## src/rtl/ahbl_pkg.sv

```systemverilog
// ---------------------------------------------------------------------------
// ahbl_pkg
// Shared AHB-Lite encodings for the two-master / one-slave arbiter slice:
//   - HTRANS transfer-type encodings
//   - address/data-phase owner encoding (none, M1 = IFU, M2 = LSU)
//   - HSIZE encodings
//   - owner_of(): maps a master index (0/1) to its owner code
// ---------------------------------------------------------------------------
package ahbl_pkg;

  localparam logic [1:0] HTRANS_IDLE   = 2'b00;
  localparam logic [1:0] HTRANS_BUSY   = 2'b01;
  localparam logic [1:0] HTRANS_NONSEQ = 2'b10;
  localparam logic [1:0] HTRANS_SEQ    = 2'b11;

  localparam logic [2:0] HSIZE_BYTE  = 3'd0;
  localparam logic [2:0] HSIZE_HALF  = 3'd1;
  localparam logic [2:0] HSIZE_WORD  = 3'd2;
  localparam logic [2:0] HSIZE_DWORD = 3'd3;

  typedef enum logic [1:0] {
    OWN_NONE = 2'd0,
    OWN_M1   = 2'd1,
    OWN_M2   = 2'd2
  } owner_t;

  // Master index 0 is M1, index 1 is M2.
  function automatic owner_t owner_of(input int idx);
    return (idx == 0) ? OWN_M1 : OWN_M2;
  endfunction

endpackage

```

## src/rtl/ahbl_rsp_buf.sv

```systemverilog
// ---------------------------------------------------------------------------
// ahbl_rsp_buf
// One master's response holding register. When the slave completes this
// master's data phase while the master is stalled on a new address, the read
// data is captured and replayed to the master until its stall is released.
// Ports:
//   HCLK, HRESETn : clock, asynchronous active-low reset
//   cap           : capture HRDATA into the buffer and mark it pending
//   rel           : master sees ready this cycle; drop the pending flag
//   hrdata        : slave read data
//   rdata         : read data presented to the master
// ---------------------------------------------------------------------------
module ahbl_rsp_buf #(
  parameter int DW = 64
) (
  input  logic          HCLK,
  input  logic          HRESETn,
  input  logic          cap,
  input  logic          rel,
  input  logic [DW-1:0] hrdata,
  output logic [DW-1:0] rdata
);

  logic          pend_reg;
  logic [DW-1:0] data_reg;

  always_ff @(posedge HCLK or negedge HRESETn) begin
    if (!HRESETn) begin
      pend_reg <= 1'b0;
      data_reg <= '0;
    end else begin
      // Release wins; cap and rel cannot both be high since cap needs the
      // master to be stalled.
      if (rel) begin
        pend_reg <= 1'b0;
      end else if (cap) begin
        pend_reg <= 1'b1;
        data_reg <= hrdata;
      end
    end
  end

  assign rdata = pend_reg ? data_reg : hrdata;

endmodule

```

## src/rtl/ahbl_rr_arbiter_2m1s.sv

```systemverilog
// ---------------------------------------------------------------------------
// ahbl_rr_arbiter_2m1s
// Round-robin AHB-Lite arbiter sharing one slave port between M1 (EL2 IFU)
// and M2 (EL2 LSU). Address and data phase ownership are tracked separately;
// a losing master is stalled with its address held, and a read response that
// completes while its master is stalled is buffered for later delivery.
// Ports:
//   HCLK, HRESETn                 : clock, asynchronous active-low reset
//   HADDR/HTRANS/HWRITE/HSIZE/HWDATA_M1/_M2 : master request inputs
//   HREADY_M1/_M2, HRDATA_M1/_M2  : per-master ready and read data
//   HADDR/HTRANS/HWRITE/HSIZE/HWDATA : slave request outputs
//   HRDATA, HREADY                : slave response inputs
// Parameters:
//   AW, DW     : address / data width
//   BURST_LOCK : owner keeps the grant while it presents SEQ
// ---------------------------------------------------------------------------
module ahbl_rr_arbiter_2m1s
  import ahbl_pkg::*;
#(
  parameter int AW         = 32,
  parameter int DW         = 64,
  parameter bit BURST_LOCK = 1'b1
) (
  input  logic          HCLK,
  input  logic          HRESETn,
  input  logic [AW-1:0] HADDR_M1,
  input  logic [1:0]    HTRANS_M1,
  input  logic          HWRITE_M1,
  input  logic [2:0]    HSIZE_M1,
  input  logic [DW-1:0] HWDATA_M1,
  input  logic [AW-1:0] HADDR_M2,
  input  logic [1:0]    HTRANS_M2,
  input  logic          HWRITE_M2,
  input  logic [2:0]    HSIZE_M2,
  input  logic [DW-1:0] HWDATA_M2,
  output logic          HREADY_M1,
  output logic [DW-1:0] HRDATA_M1,
  output logic          HREADY_M2,
  output logic [DW-1:0] HRDATA_M2,
  output logic [AW-1:0] HADDR,
  output logic [1:0]    HTRANS,
  output logic          HWRITE,
  output logic [2:0]    HSIZE,
  output logic [DW-1:0] HWDATA,
  input  logic [DW-1:0] HRDATA,
  input  logic          HREADY
);

  logic   hold_reg;
  owner_t sel_reg;
  owner_t dph_reg;
  owner_t last_reg;

  owner_t     sel_next;
  logic [1:0] htrans_last;
  logic [1:0] req;
  logic [1:0] mrdy;
  logic [1:0] cap;
  logic [1:0] htrans_m [2];
  logic [DW-1:0] rdata_m [2];

  assign htrans_m[0] = HTRANS_M1;
  assign htrans_m[1] = HTRANS_M2;

  // ---------------------------------------------------------------------
  // Address-phase selection
  // ---------------------------------------------------------------------
  always_comb begin
    sel_next    = OWN_NONE;
    htrans_last = (last_reg == OWN_M1) ? HTRANS_M1 : HTRANS_M2;
    if (hold_reg) begin
      // Slave has not accepted the current address; it must not change.
      sel_next = sel_reg;
    end else if (BURST_LOCK && (htrans_last == HTRANS_SEQ)) begin
      sel_next = last_reg;
    end else begin
      case (req)
        2'b01:   sel_next = OWN_M1;
        2'b10:   sel_next = OWN_M2;
        2'b11:   sel_next = (last_reg == OWN_M1) ? OWN_M2 : OWN_M1;
        default: sel_next = OWN_NONE;
      endcase
    end
  end

  always_comb begin
    HADDR  = '0;
    HTRANS = HTRANS_IDLE;
    HWRITE = 1'b0;
    HSIZE  = HSIZE_BYTE;
    case (sel_next)
      OWN_M1: begin
        HADDR  = HADDR_M1;
        HTRANS = HTRANS_M1;
        HWRITE = HWRITE_M1;
        HSIZE  = HSIZE_M1;
      end
      OWN_M2: begin
        HADDR  = HADDR_M2;
        HTRANS = HTRANS_M2;
        HWRITE = HWRITE_M2;
        HSIZE  = HSIZE_M2;
      end
      default: ;
    endcase
  end

  // Write data follows the data-phase owner, not the address owner.
  always_comb begin
    HWDATA = '0;
    case (dph_reg)
      OWN_M1:  HWDATA = HWDATA_M1;
      OWN_M2:  HWDATA = HWDATA_M2;
      default: HWDATA = '0;
    endcase
  end

  // ---------------------------------------------------------------------
  // Per-master ready and response buffering
  // ---------------------------------------------------------------------
  generate
    for (genvar gi = 0; gi < 2; gi++) begin : g_mst
      localparam owner_t OWN_X = owner_of(gi);

      assign req[gi] = htrans_m[gi][1];

      // A requesting master is only released when it holds the address
      // phase; otherwise it just tracks its own data phase, if any.
      assign mrdy[gi] = req[gi]             ? ((sel_next == OWN_X) & HREADY) :
                        (dph_reg == OWN_X)  ? HREADY : 1'b1;

      // Slave finished this master's data phase but the master is stalled
      // on its next address: keep the response so it is not lost.
      assign cap[gi] = HREADY & (dph_reg == OWN_X) & ~mrdy[gi];

      ahbl_rsp_buf #(
        .DW (DW)
      ) u_rsp_buf (
        .HCLK    (HCLK),
        .HRESETn (HRESETn),
        .cap     (cap[gi]),
        .rel     (mrdy[gi]),
        .hrdata  (HRDATA),
        .rdata   (rdata_m[gi])
      );
    end
  endgenerate

  assign HREADY_M1 = mrdy[0];
  assign HREADY_M2 = mrdy[1];
  assign HRDATA_M1 = rdata_m[0];
  assign HRDATA_M2 = rdata_m[1];

  // ---------------------------------------------------------------------
  // Ownership state
  // ---------------------------------------------------------------------
  always_ff @(posedge HCLK or negedge HRESETn) begin
    if (!HRESETn) begin
      hold_reg <= 1'b0;
      sel_reg  <= OWN_NONE;
      dph_reg  <= OWN_NONE;
      last_reg <= OWN_M2;   // M1 wins the first tie
    end else begin
      hold_reg <= (sel_next != OWN_NONE) & ~HREADY;
      sel_reg  <= sel_next;
      if (HREADY) begin
        dph_reg <= sel_next;
        if (sel_next != OWN_NONE) begin
          last_reg <= sel_next;
        end
      end
    end
  end

endmodule

```

## config.mk

```make
export PLATFORM = sky130hd
export DESIGN_NAME = ahbl_rr_arbiter_2m1s
export DESIGN_NICKNAME = d
export VERILOG_FILES = /design/src/rtl/ahbl_pkg.sv /design/src/rtl/ahbl_rsp_buf.sv /design/src/rtl/ahbl_rr_arbiter_2m1s.sv
export SDC_FILE = /design/constraint.sdc
export NUM_CORES = 1
export LEC_CHECK = 0
export CORE_AREA = 3 3 192 194
export DETAILED_ROUTE_END_ITERATION = 12
export DIE_AREA = 0 0 195 197
export HOLD_SLACK_MARGIN = 0.1
export PLACE_DENSITY = 0.6
export SETUP_SLACK_MARGIN = 0.5
export SYNTH_ARGS = -nofsm -noshare
export SYNTH_HDL_FRONTEND = slang
export SYNTH_HIERARCHICAL = 1
export SYNTH_SLANG_ARGS = --single-unit
```

## constraint.sdc

```tcl
create_clock -name HCLK -period 5.8 [get_ports HCLK]
set_input_delay 1.16 -clock HCLK [delete_from_list [all_inputs] [get_ports HCLK]]
set_output_delay 1.16 -clock HCLK [all_outputs]
set_load 0.05 [all_outputs]
```

# ---- Word level (Yosys, flattened, before mapping)
# Cells that the tools add are included.
dict set report word_totals {
  reg_bits 137
  latchBits 0
  ram_bits 0
  romBits 0
  inputBits 271
  out_inout_bits 232
  elab_cells 53
  memories 0
}
dict set report op_classes {
  n_addsub 0
  multipliers 0
  div 0
  magnitude_cmp 0
  eq_ne 9
  n_shift 0
  mux 20
  n_bitwise 10
  reduce_logical 6
}
# operator n
set op_table {}
lappend op_table {{64-bit 2-to-1 mux} 2}
lappend op_table {{64-bit case mux with 2 select lines} 1}
lappend op_table {{32-bit case mux with 2 select lines} 1}
lappend op_table {{2-bit equality test (second input constant)} 5}
lappend op_table {{2-bit by 1-bit equality test with 1-bit output (second input constant)} 4}
lappend op_table {{1-bit 2-to-1 mux} 8}
lappend op_table {{2-bit 2-to-1 mux} 4}
lappend op_table {{1-bit bitwise AND} 7}
lappend op_table {{2-bit case mux with 3 select lines} 1}
lappend op_table {{3-bit case mux with 2 select lines} 1}
lappend op_table {{2-bit AND reduction} 3}
lappend op_table {{2-bit nonzero test} 3}
lappend op_table {{2-bit case mux with 2 select lines} 1}
lappend op_table {{1-bit inverter} 3}
lappend op_table {{1-bit case mux with 2 select lines} 1}

# ---- Depth between registers and ports, before layout
dict set report logic_depth {
  depth_word 12
  ltp_mapped 13
  depth_no_buf 9
}

# ---- Hierarchy
# Netlist, hierarchy kept.
# mod n_inst cells_each area_each_um2 seq_area_each_um2
set modules_own_cells {}
lappend modules_own_cells {ahbl_rsp_buf 2 210 3502.1 1626.6}
lappend modules_own_cells {ahbl_rr_arbiter_2m1s 1 291 1823.0 176.4}

# ---- Worst setup path after synthesis
# No wires, ideal clock.
dict set report synth_path {
  kind {input -> output}
  start {input port HTRANS_M1[1]}
  end {output port HREADY_M1}
  arrival_ns 3.138
  t_required_ns 4.640
  slack_ns 1.502
  path_stages 8
  path_buffers 2
  cell_sequence {buf_12 -> o21ai_1 -> a221oi_1 -> o21a_1 -> ha_1 -> clkbuf_1 -> nand2_1 -> a21oi_1}
}
dict set report synth_via {
  elab_chain_len 7
  elab_cells_between_ends 11
  classes_between {5 x eq/ne; 5 x mux; 1 x bitwise}
}
# item line_no
set synth_rtl {}
lappend synth_rtl {{start, declared} ahbl_rr_arbiter_2m1s.sv:27} ;# input logic [1:0] HTRANS_M1,
lappend synth_rtl {{2-bit equality test, or another cell as far along} ahbl_rr_arbiter_2m1s.sv:77} ;# case (req)
lappend synth_rtl {{2-bit case mux with 3 select lines or 2-bit equality test (tied branches)} {ahbl_rr_arbiter_2m1s.sv:77, ahbl_rr_arbiter_2m1s.sv:74}}
lappend synth_rtl {{2-bit 2-to-1 mux} ahbl_rr_arbiter_2m1s.sv:74} ;# end else if (BURST_LOCK && (htrans_last == HTRANS_SEQ)) begin
lappend synth_rtl {{2-bit 2-to-1 mux} ahbl_rr_arbiter_2m1s.sv:71} ;# if (hold_reg) begin
lappend synth_rtl {{2-bit by 1-bit equality test with 1-bit output} ahbl_rr_arbiter_2m1s.sv:129} ;# assign mrdy[gi] = req[gi] ? ((sel_next == OWN_X) & HREADY) :
lappend synth_rtl {{1-bit bitwise AND} ahbl_rr_arbiter_2m1s.sv:129}
lappend synth_rtl {{1-bit 2-to-1 mux *} ahbl_rr_arbiter_2m1s.sv:129}
lappend synth_rtl {{end, declared} ahbl_rr_arbiter_2m1s.sv:36} ;# output logic HREADY_M1,
# Every way passes the cells marked *; elsewhere a longest branch is shown, timed or not.

# ---- Worst setup path after layout
dict set report layout_path {
  start {input port HTRANS_M2[1]}
  end {output port HADDR[2]}
}
dict set report layout_via {
  elab_chain_len 6
  elab_cells_between_ends 11
  classes_between {6 x eq/ne; 5 x mux}
}
# item line_no
set layout_rtl {}
lappend layout_rtl {{start, declared} ahbl_rr_arbiter_2m1s.sv:32} ;# input logic [1:0] HTRANS_M2,
lappend layout_rtl {{2-bit equality test, or another cell as far along} ahbl_rr_arbiter_2m1s.sv:77}
lappend layout_rtl {{2-bit case mux with 3 select lines or 2-bit equality test (tied branches)} {ahbl_rr_arbiter_2m1s.sv:77, ahbl_rr_arbiter_2m1s.sv:74}}
lappend layout_rtl {{2-bit 2-to-1 mux *} ahbl_rr_arbiter_2m1s.sv:74}
lappend layout_rtl {{2-bit 2-to-1 mux *} ahbl_rr_arbiter_2m1s.sv:71}
lappend layout_rtl {{net sel_next[0]} ahbl_rr_arbiter_2m1s.sv:54} ;# owner_t sel_next;
lappend layout_rtl {{2-bit equality test or 2-bit by 1-bit equality test with 1-bit output (tied branches)} ahbl_rr_arbiter_2m1s.sv:91} ;# case (sel_next)
lappend layout_rtl {{32-bit case mux with 2 select lines *} ahbl_rr_arbiter_2m1s.sv:91}
lappend layout_rtl {{end, declared} ahbl_rr_arbiter_2m1s.sv:40} ;# output logic [AW-1:0] HADDR,
# The timed path passes the listed nets; every way through them passes the cells marked *.

==> results.py <==
metrics = {
    "run_status": {
        "status": "finished, final reports clean",
    },
    "critical_path": {
        "worstPathRequired_ns": 4.64,
        "crit_type": "in -> out",
        "r2r_start": "last_reg[1]$_DFFE_PN1P_",
        "reg2reg_depth": 9,
        "setup.worst_path.start_class": "primary input",
        "path_max_fanout": 22,
        "timing.rr.end": "g_mst[1].u_rsp_buf/data_reg[61]$_DFFE_PN0P_",
        "cp_data_arrival_time_ns": 3.99,
        "critPathCaptureType": "primary output",
        "rrSetupSlack_ns": 2.22,
    },
    "hold_path": {
        "hold_end": "g_mst[1].u_rsp_buf/data_reg[60]$_DFFE_PN0P_",
        "min_path_type": "reg -> reg",
        "hold_start": "g_mst[1].u_rsp_buf/data_reg[60]$_DFFE_PN0P_",
        "whs_path_depth": 1,
    },
    "drt": {
        "ant_nets": 0,
        "wl_mm": 41.5,
        "drc": 0,
        "vias": 7792,
        "drt-wirelength-per-cell_um": 25.0,
        "dr.first_iter.drc_count": 420,
        "viasPerCell": 4.70,
        "drt_pass1_iterations": 5,
    },
    "clock_tree": {
        "cts_made_buffers": 17,
        "insertion_delay_ns": 0.43,
        "clk_path_buf_depth": 2,
        "ctsResizeCount": 0,
        "postCtsSetupRepairBufs": 0,
        "clk_pin_slew_worst_paths_ns": 0.06,
        "cts_max_level": 4,
        "tritoncts": "yes",
        "cts_sinks": 137,
        "ctsHoldBuffers": 0,
        "root_buffer": "clkbuf_16",
    },
    "global_route": {
        "grt_pass1_vias": 8258,
        "grt.total_usage_pct": 20.7,
        "grt_pass1_wl_mm": 58.7,
        "grt_max_degree": 91,
        "grt.overflow.total": 0,
        "grt_antenna_before_repair": 6,
    },
    "final_layout": {
        "largest_reg_flops": 128,
        "drive_above_1_share_pct": 29.7,
        "multi_input_area_um2": 4850,
        "fin_cells": 1658,
        "nFillCells": 3384,
        "fin_nets": 1456,
        "area_growth_pct": 70.0,
        "regArea_um2": 3440,
    },
    "synthesis": {
        "syn_avg_cell_area_um2": 12.4,
        "netlist-cell-type-count": 32,
        "synthCells": 711,
        "yosysTopAreaCell": "dfrtp_1",
        "syn_area_um2": 8830,
        "synth_seq_cells": 137,
        "synth.net_count": 987,
        "synth_area_leaders": "dfrtp_1, mux2_4, mux2_2, a22oi_1, nor2_1",
        "synth.top_cell.area_share_pct": 38.6,
        "ys_warn_count": 6,
        "yosysSeqAreaShare_pct": 38.9,
    },
    "sta": {
        "setup_viol": 0,
        "setup_tns_ns": 0,
        "finalMaxSlewViolations": 0,
        "rsz0062_at_grt": "false",
        "hold_viol_final": 0,
        "whs_ns": 0.503,
        "period_needed_ns": 5.15,
        "maxSlewHeadroom_pct": 24.7,
        "skew_ns": 0.0231,
        "worstMarginPinSlew_ns": 1.13,
        "fin_crit_sh_pct": 88.8,
        "clock.fmax_mhz": 194,
    },
    "place": {
        "gp_congestion": 0.957,
        "hpwl_mm": 32.2,
        "dp_cells": 1622,
        "portBuffers": 502,
    },
    "power": {
        "pwr-share-seq_pct": 25.3,
        "internal-power_uw": 3740,
        "p_leak_uw": 0.00635,
        "power_density_nw_per_um2": 450,
        "peakVddDrop_v": 0.000230,
        "swShare_pct": 44.6,
        "p_sw_uw": 3010,
        "power_frac_comb_pct": 58.4,
        "power.share.clock_pct": 16.3,
    },
    "run": {
        "drv_cap": 0,
    },
    "floorplanning": {
        "rows": 69,
        "pin_count": 503,
        "fp.coreArea_um2": 35400,
        "die_w_um": 195,
        "dieHeight_um": 197,
        "initial_core_util_pct": 24.9,
        "die_area_um2": 38400,
    },
}
## layer usage
| layer | vias to the layer above | part of all wire (%) | routed length, um | GRT usage, % |
|---|---|---|---|---|
| li1 | 3544 | - | - | - |
| met1 | 3920 | 41 | 17200 | 25.1 |
| met2 | 305 | 50 | 20900 | 36.6 |
| met3 | 23 | 6.6 | 2760 | 6.07 |
| met4 | 0 | 1.5 | 629 | 4.70 |
| met5 | - | 0 | 0 | 0 |
## metrics by stage
stage,total power [uW],area [um^2],util [%],setup WS (ns)
5_1_grt,7070,15000,42.4,0.527
6_report,6750,15000,42.4,0.650
4_1_cts,6820,15000,42.4,0.701
3_3_place_gp,5640,14400,40.7,0.833
3_5_place_dp,5660,14400,40.7,0.701
2_1_floorplan,4220,8830,-,1.50
## cell usage in the layout, fill, tap and decap left out, types with 2 or more instances in the layout
cell type / Yosys / layout
ha_2: 0 / 2
mux2_2: 136 / 136
nor2_1: 109 / 109
clkinv_8: 0 / 2
a21oi_1: 5 / 5
inv_1: 4 / 4
nand2b_4: 2 / 2
a22o_1: 2 / 2
inv_8: 0 / 5
clkdlybuf4s50_1: 0 / 461
dfrtp_4: 0 / 2
inv_6: 0 / 4
o21ai_0: 2 / 2
clkbuf_16: 0 / 17
nand2_1: 5 / 5
clkinv_4: 0 / 2
diode_2: 0 / 4
buf_12: 15 / 42
dfrtp_1: 136 / 134
ha_1: 5 / 3
buf_4: 11 / 9
mux2_4: 122 / 122
a22oi_1: 102 / 102
nor2b_1: 4 / 4
## power groups by stage
stage	logic [uW]	registers [uW]	clock network (uW)
after floorplan	2630	1590	0
after global placement	3930	1700	0
after detailed placement	3950	1710	0
after CTS	3970	1710	1140
after global routing	4120	1770	1180
final	3940	1710	1100
## synth_stat cells
cell / count
buf_1: 3
o21ai_2: 1
ha_1: 5
mux2i_1: 1
a22o_1: 2
clkbuf_1: 19
nor2b_4: 1
and4b_2: 1
nand2_1: 5
mux2_4: 122
nor2b_1: 4
a21oi_1: 5
mux2_2: 136
o31ai_2: 1
nand3b_1: 1
and4b_1: 1
nand2_2: 1
nor2_1: 109
dfstp_2: 1
inv_1: 4
a22oi_1: 102
buf_2: 15
buf_12: 15
nand2b_1: 1
o21a_1: 1
o21ai_0: 2
a221oi_1: 1
o21ai_1: 1
nand2b_4: 2
dfrtp_1: 136
a32o_1: 1
buf_4: 11
## worst max-delay path: stages
cell and delay (ns):
clkdlybuf4s50_1 0.58, nand2_2 0.18, mux2i_1 0.24, o31ai_2 0.12, inv_1 0.10, ha_1 0.64, buf_4 0.41, a22oi_1 0.15
nor2_1 0.22, buf_12 0.17
## logic make-up (layout without fill, tap and decap cells)
group | after synthesis | in the layout | share of synthesized area, %
other cells | 0 | 4 | 0
simple gates | 126 | 126 | 6.07
buf+inv | 67 | 549 | 6.29
flops | 137 | 137 | 38.9
compound gates | 117 | 117 | 9.87
mux | 259 | 259 | 38.2
fa+ha+maj | 5 | 5 | 0.709
## cell type report
cell class | count | share of cell area, %
Timing Repair Buffer | 513 | 36.9
Multi-Input combinational cell | 507 | 32.3
Sequential cell | 137 | 22.9
Tap cell | 461 | 3.84
Clock buffer | 18 | 2.93
Clock inverter | 14 | 0.992
Inverter | 4 | 0.100
Antenna cell | 4 | 0.0667
## worst max-delay path by stage
| stage | start | endpoint | slack [ns] | depth (start not counted) |
|---|---|---|---|---|
| 3_3_place_gp | HTRANS_M1[1] | HWRITE | 0.83 | 10 |
| 4_1_cts | HTRANS_M2[1] | HADDR[2] | 0.70 | 10 |
| 2_1_floorplan | HTRANS_M1[1] | HREADY_M1 | 1.50 | 8 |
| 5_1_grt | HTRANS_M2[1] | HADDR[13] | 0.53 | 10 |
| 3_5_place_dp | HTRANS_M2[1] | HADDR[2] | 0.70 | 10 |
| 6_report | HTRANS_M2[1] | HADDR[2] | 0.65 | 10 |
Note: power is estimated with default switching activity, not from simulation.
